$ cat src/rtl/eth_tx_gate.sv
// eth_tx_gate
//   Egress gate between a TX packet source and a 100G MAC TX AXIS port.
//   Beats pass through combinationally with zero latency. A new packet may
//   start only while tx_enable is high. A programmable idle gap follows
//   every packet. Gating only ever acts on packet boundaries, so a packet
//   that has started always completes.
//
//   Handshake: a beat transfers in a cycle where S_AXIS_tvalid, M_AXIS_tready
//   and the internal "open" condition are all high. The source must hold a
//   beat stable while tvalid=1 and tready=0. M_AXIS_tvalid never depends on
//   M_AXIS_tready, and S_AXIS_tready never depends on S_AXIS_tvalid.
//
// Optional feature macro: ETH_TX_STATS_EN (packet / error-packet counters).
//
// Ports
//   clk, resetn        clock, synchronous active-low reset
//   tx_enable          1 = a new packet may start (only looked at in IDLE)
//   gap_cycles         idle cycles forced after each tlast (captured at tlast)
//   eth_tx_busy        registered: packet in flight, gap running, or source valid
//   dbg_state          current FSM state (0 IDLE, 1 PASS, 2 GAP)
//   S_AXIS_*           source side (tdata/tkeep/tlast/tuser/tvalid in, tready out)
//   M_AXIS_*           MAC side (tdata/tkeep/tlast/tuser/tvalid out, tready in)
//   stat_pkts          packets completed                    (ETH_TX_STATS_EN)
//   stat_err_pkts      packets ending with tuser=1          (ETH_TX_STATS_EN)
//   stat_clear         synchronous clear of both counters   (ETH_TX_STATS_EN)
module eth_tx_gate #(
  parameter int GAP_W = 8
`ifdef ETH_TX_STATS_EN
  , parameter int CNT_W = 32
`endif
) (
  input  logic             clk,
  input  logic             resetn,
  input  logic             tx_enable,
  input  logic [GAP_W-1:0] gap_cycles,
  output logic             eth_tx_busy,
  output logic [1:0]       dbg_state,
  input  logic [511:0]     S_AXIS_tdata,
  input  logic [63:0]      S_AXIS_tkeep,
  input  logic             S_AXIS_tlast,
  input  logic             S_AXIS_tuser,
  input  logic             S_AXIS_tvalid,
  output logic             S_AXIS_tready,
  output logic [511:0]     M_AXIS_tdata,
  output logic [63:0]      M_AXIS_tkeep,
  output logic             M_AXIS_tlast,
  output logic             M_AXIS_tuser,
  output logic             M_AXIS_tvalid,
  input  logic             M_AXIS_tready
`ifdef ETH_TX_STATS_EN
  ,
  output logic [CNT_W-1:0] stat_pkts,
  output logic [CNT_W-1:0] stat_err_pkts,
  input  logic             stat_clear
`endif
);

  typedef enum logic [1:0] {
    S_IDLE = 2'd0,
    S_PASS = 2'd1,
    S_GAP  = 2'd2
  } state_t;

  localparam logic [GAP_W-1:0] GAP_ONE = {{(GAP_W-1){1'b0}}, 1'b1};

  state_t           state_q, state_d;
  logic [GAP_W-1:0] gap_cnt_q, gap_cnt_d;
  logic             open_w;
  logic             xfer;

  // Data path: pure wires, no storage.
  assign M_AXIS_tdata = S_AXIS_tdata;
  assign M_AXIS_tkeep = S_AXIS_tkeep;
  assign M_AXIS_tlast = S_AXIS_tlast;
  assign M_AXIS_tuser = S_AXIS_tuser;

  // Gate is closed while reset is asserted so nothing leaks to the MAC.
  assign open_w = resetn & ((state_q == S_PASS) | ((state_q == S_IDLE) & tx_enable));

  assign M_AXIS_tvalid = S_AXIS_tvalid & open_w;
  assign S_AXIS_tready = M_AXIS_tready & open_w;
  assign xfer          = S_AXIS_tvalid & M_AXIS_tready & open_w;

  assign dbg_state = state_q;

  always_ff @(posedge clk) begin
    if (!resetn) begin
      state_q     <= S_IDLE;
      gap_cnt_q   <= '0;
      eth_tx_busy <= 1'b0;
    end else begin
      state_q     <= state_d;
      gap_cnt_q   <= gap_cnt_d;
      eth_tx_busy <= (state_d != S_IDLE) | S_AXIS_tvalid;
    end
  end

  // gap_cnt is loaded with N-1 so that GAP lasts exactly N cycles: the exit
  // test happens in the same cycle the counter reads zero.
  always_comb begin
    state_d   = state_q;
    gap_cnt_d = gap_cnt_q;
    case (state_q)
      S_IDLE, S_PASS: begin
        if (xfer) begin
          if (S_AXIS_tlast) begin
            if (gap_cycles != '0) begin
              state_d   = S_GAP;
              gap_cnt_d = gap_cycles - GAP_ONE;
            end else begin
              state_d = S_IDLE;
            end
          end else begin
            state_d = S_PASS;
          end
        end
      end
      S_GAP: begin
        if (gap_cnt_q == '0) begin
          state_d = S_IDLE;
        end else begin
          gap_cnt_d = gap_cnt_q - GAP_ONE;
        end
      end
      default: state_d = S_IDLE;
    endcase
  end

`ifdef ETH_TX_STATS_EN
  localparam logic [CNT_W-1:0] CNT_ONE = {{(CNT_W-1){1'b0}}, 1'b1};

  // Clear wins over a coincident increment; counters wrap naturally.
  always_ff @(posedge clk) begin
    if (!resetn || stat_clear) begin
      stat_pkts     <= '0;
      stat_err_pkts <= '0;
    end else if (xfer && S_AXIS_tlast) begin
      stat_pkts <= stat_pkts + CNT_ONE;
      if (S_AXIS_tuser) begin
        stat_err_pkts <= stat_err_pkts + CNT_ONE;
      end
    end
  end
`endif

endmodule

$ cat config.mk
export PLATFORM = sky130hd
export DESIGN_NAME = eth_tx_gate
export DESIGN_NICKNAME = d
export VERILOG_FILES = /design/src/rtl/eth_tx_gate.sv
export SDC_FILE = /design/constraint.sdc
export NUM_CORES = 1
export LEC_CHECK = 0
export CORE_AREA = 2 2 463 465
export DETAILED_ROUTE_END_ITERATION = 7
export DIE_AREA = 0 0 465 467
export PLACE_DENSITY = 0.32
export SYNTH_ARGS = -nofsm -noshare
export SYNTH_HDL_FRONTEND = slang
export SYNTH_SLANG_ARGS = --single-unit
$ cat constraint.sdc
create_clock -name clk -period 1.93 [get_ports clk]
set_clock_uncertainty 0.05 [all_clocks]
set_input_delay 0.386 -clock clk [delete_from_list [all_inputs] [get_ports clk]]
set_output_delay 0.386 -clock clk [all_outputs]
set_load 0.01 [all_outputs]
==> results.rst, run 1 <==
.. list-table::
   :header-rows: 1

   * - Metric
     - Value
   * - Antenna viol nets, final
     - 0
   * - Adder and majority gate portion of the synthesized area
     - 0.002458
   * - Clock-pin slew of the registers on the worst-case setup and hold paths
     - 50 ps
   * - Worst min path class
     - reg2reg
   * - Detailed placement HPWL
     - 141200 um
   * - DR vias/cell
     - 0.7665
   * - Crit path cell chain
     - clkdlybuf4s50_1 > clkdlybuf4s50_1
   * - GRT Util Overall
     - 0.1266
   * - Maximum clock insertion buffer count
     - 2
   * - Sequential element share of the synthesized area
     - 0.04326
   * - Pins over their slew limit
     - 0
   * - Global-route wire length before repair
     - 149300 um
   * - Cells after Synth
     - 670
   * - Cell repeated most along the worst path
     - clkdlybuf4s50_1
   * - Worst reg2reg setup slack
     - 160 ps
   * - Ys flop type
     - dfxtp_1
   * - Level count of the clock H-tree
     - 1
   * - Placed cells
     - 2957
   * - DRC
     - 0
   * - DRC marker count from the first detailed-route iteration
     - 86
   * - Cell area after placement
     - 4741 um2
   * - Syn avg cell area
     - 7.597 um2
   * - Number of ports placed on the die boundary
     - 1174
   * - Crit path setup slack, layout
     - 50.38 ps
   * - Status
     - complete, no violations
   * - Initial Util
     - 0.02405
   * - Post-route clock period utilization
     - 0.9739
   * - Highest ir drop seen on vdd
     - 0.1791 mV
   * - TritonCTS buffer count
     - 3
   * - Root Buffer
     - clkbuf_16
   * - CP Data Required Time
     - 1490 ps
   * - Time the worst path needs with I/O delays and setup
     - 1880 ps
   * - Final core occ
     - 0.02314
   * - Mux cell area share after synthesis
     - 0.02507
   * - Power per Cell Area
     - 170.0 nW/um2
   * - Final layout net count
     - 733
   * - GRT Residual Overflow
     - 0
   * - Actual transition at the worst max-transition pin
     - 358.2 ps
   * - Netlist area before placement
     - 5090 um2
   * - Count of different cell masters after synthesis
     - 33
   * - Signed area change from the synthesized netlist to the final layout
     - -3.761%
   * - Row count
     - 169
   * - Setup repair after global routing missed its margin
     - yes
   * - Synth Area in Compound Gates
     - 0.02827
   * - Vias in the first global route
     - 2181
   * - Hold Violations, Final
     - 0
   * - Type of the worst setup path
     - in2out
   * - Total core area
     - 211700 um2
   * - Rel. slew slack
     - 0.7604
   * - Number of sinks handled by clock tree synthesis
     - 11
   * - Startpoint class of the critical path
     - input port
   * - CP max stage cell
     - clkdlybuf4s50_1
   * - Critical path destination
     - M_AXIS_tlast
   * - Simple logic cell fraction of the synthesized area
     - 0.04253
   * - Clock latency on the worst-skew pair
     - 250 ps
   * - Die Width
     - 465 um
   * - Combinational family with the most area after synthesis
     - buffers and inverters
   * - Number of synthesized register bits
     - 11
   * - Number of inserted filler cells in the final layout
     - 25220
   * - Worst reg-to-reg path cell count
     - 9
   * - Average wire length per cell after detail routing
     - 48.34 um
   * - Count of synthesis-stage warnings from yosys
     - 0
   * - Summed area of non-filler cells in the final layout
     - 4898 um2
   * - Postcts setup bufs
     - 0
   * - Leakage power total
     - 0.6267 nW
   * - Buffers on Ports
     - 19
   * - Timing-limited maximum frequency
     - 0.5320 GHz
   * - Reg2reg end
     - gap_cnt_q[6]
   * - Post-Place Worst Slack
     - -323.0 ps
   * - Aggregate routed wire length
     - 143200 um
   * - Maximum number of pins on one net before global-route repair
     - 10
   * - Number of nets produced by synthesis
     - 1262
   * - CTS tree
     - built
   * - Beginning of the critical path
     - S_AXIS_tlast
   * - Worst endpoint data arrival time
     - 1440 ps
   * - Cell type group with the largest total delay on the critical path
     - buffers and inverters
   * - Number of iterations in the first detailed-routing pass
     - 4
   * - Delay of the slowest critical-path stage
     - 550 ps
   * - Global placer's final weighted congestion
     - 0.8697
   * - Layout cells sized above 1
     - 0.3643
   * - XOR/XNOR share of the synthesized area
     - 0
   * - EDFF count, synth
     - 0
   * - Antenna violations before repair
     - 5
   * - Ys async rst share
     - 0
   * - Critical R2R Launch
     - dbg_state[1]
   * - Maximum fanout encountered on the critical timing path
     - 2
   * - Crit path buf inv count
     - 2
   * - Count of placed standard cells in the final layout, fillers left out
     - 2963
   * - Quantity of hold-fixing buffers added after cts
     - 0
   * - WP depth
     - 2
   * - Nature of the critical path endpoint
     - output port
   * - Via count
     - 2271
   * - Max-cap check violation count
     - 0
   * - Total Die Area
     - 217200 um2
   * - Total setup violations reported at the end of the flow
     - 0
   * - Design Power
     - 832.8 uW
   * - Die height
     - 467 um
cells by family after synthesis:
| group | Yosys count |
|---|---|
| compound gates | 21 |
| fa+ha+maj | 1 |
| mux | 12 |
| simple gates | 42 |
| buf+inv | 583 |
| flops | 11 |
cells in the final DEF, fill, tap and decap left out, types with 2 or more instances in the layout:
cell | netlist | final
a211oi_1 | 2 | 2
a21oi_1 | 8 | 7
buf_12 | 0 | 7
buf_4 | 579 | 20
clkbuf_16 | 0 | 3
clkdlybuf4s50_1 | 0 | 12
dfxtp_1 | 11 | 9
dfxtp_2 | 0 | 2
diode_2 | 0 | 2
dlygate4sd2_1 | 0 | 4
dlymetal6s2s_1 | 0 | 2
mux2_2 | 2 | 2
mux2i_1 | 9 | 9
nand2_1 | 8 | 8
nand3_1 | 4 | 3
nor2_1 | 15 | 14
o21ai_0 | 4 | 3
metal layers:
metal / vias up / share of wire / track usage
met5: - / 0.0020 / 0.009223
met3: 217 / 0.49 / 0.2937
met4: 4 / 0.033 / 0.03931
met1: 549 / 0.023 / 0.007944
met2: 1065 / 0.45 / 0.2010
li1: 436 / - / -
tightest hold or removal path: cells and delay by family (launching register included):
kind | cells | cell delay [ps]
compound gates | 1 | 50
flops | 1 | 320
simple gates | 1 | 60
flip-flops by register name, indices dropped and copies added (netlist names):
signal and cells:
gap_cnt_q 8, dbg_state 2, eth_tx_busy 1
synth_stat cells (3+ instances only):
cell type | instances | share of area
nand2_1 | 8 | 0.0059
nor2_1 | 15 | 0.011
dfxtp_1 | 11 | 0.043
nand3_1 | 4 | 0.0039
buf_4 | 579 | 0.85
o21ai_0 | 4 | 0.0039
a21oi_1 | 8 | 0.0079
mux2i_1 | 9 | 0.018
nor4_1 | 3 | 0.0037
worst min path at each step:
| stage | start | end | slack (ps) | depth (start not counted) |
|---|---|---|---|---|
| after detailed placement | gap_cnt_q[6] | gap_cnt_q[6] | 410 | 2 |
| final | gap_cnt_q[6] | gap_cnt_q[6] | 420 | 2 |
| after floorplan | gap_cnt_q[6] | gap_cnt_q[6] | 390 | 2 |
| after global routing | gap_cnt_q[6] | gap_cnt_q[6] | 440 | 2 |
| after global placement | gap_cnt_q[7] | gap_cnt_q[7] | 430 | 2 |
| after CTS | gap_cnt_q[6] | gap_cnt_q[6] | 420 | 2 |
layout make-up:
type | instances | area, um2 | share of cell area
multi-input cells | 76 | 569.3 | 0.1162
inverters | 3 | 11.26 | 0.002299
flip-flops and latches | 11 | 222.7 | 0.04547
clock buffers | 4 | 78.83 | 0.01609
diodes | 2 | 5.005 | 0.001022
well taps | 2821 | 3530 | 0.7206
repair buffers | 46 | 481.7 | 0.09834
stage by stage:
| stage | TNS [ps] | hold slack (ps) |
|---|---|---|
| floorplan | 0 | 394.2 |
| global placement | -2357 | 427.4 |
| detailed placement | -2418 | 413.4 |
| CTS | 0 | 420.1 |
| global route | -28.08 | 444.9 |
| finish | 0 | 423.4 |
power by group:
group          internal (mW)  switching, mW
logic                  0.103         0.0956
registers              0.233        0.00460
clock network          0.279          0.117
timing repair:
action                                 in CTS  in global routing
pin swaps                                   5                  5
endpoints found under the hold margin       0                  0
resized for setup                           8                 14
cloned                                      0                  0
setup endpoints to repair                   4                  8
Note: power is estimated with default switching activity, not from simulation.
==> run 2, diff against run 1 <==
--- a/config.mk
+++ b/config.mk
@@ -6,6 +6,7 @@
 export NUM_CORES = 1
 export LEC_CHECK = 0
 export CORE_AREA = 2 2 463 465
+export CTS_CLUSTER_SIZE = 8
 export DETAILED_ROUTE_END_ITERATION = 7
 export DIE_AREA = 0 0 465 467
 export PLACE_DENSITY = 0.32
==> results of run 2 <==
No change in the layout: final DEF, timing and power equal those of run 1.
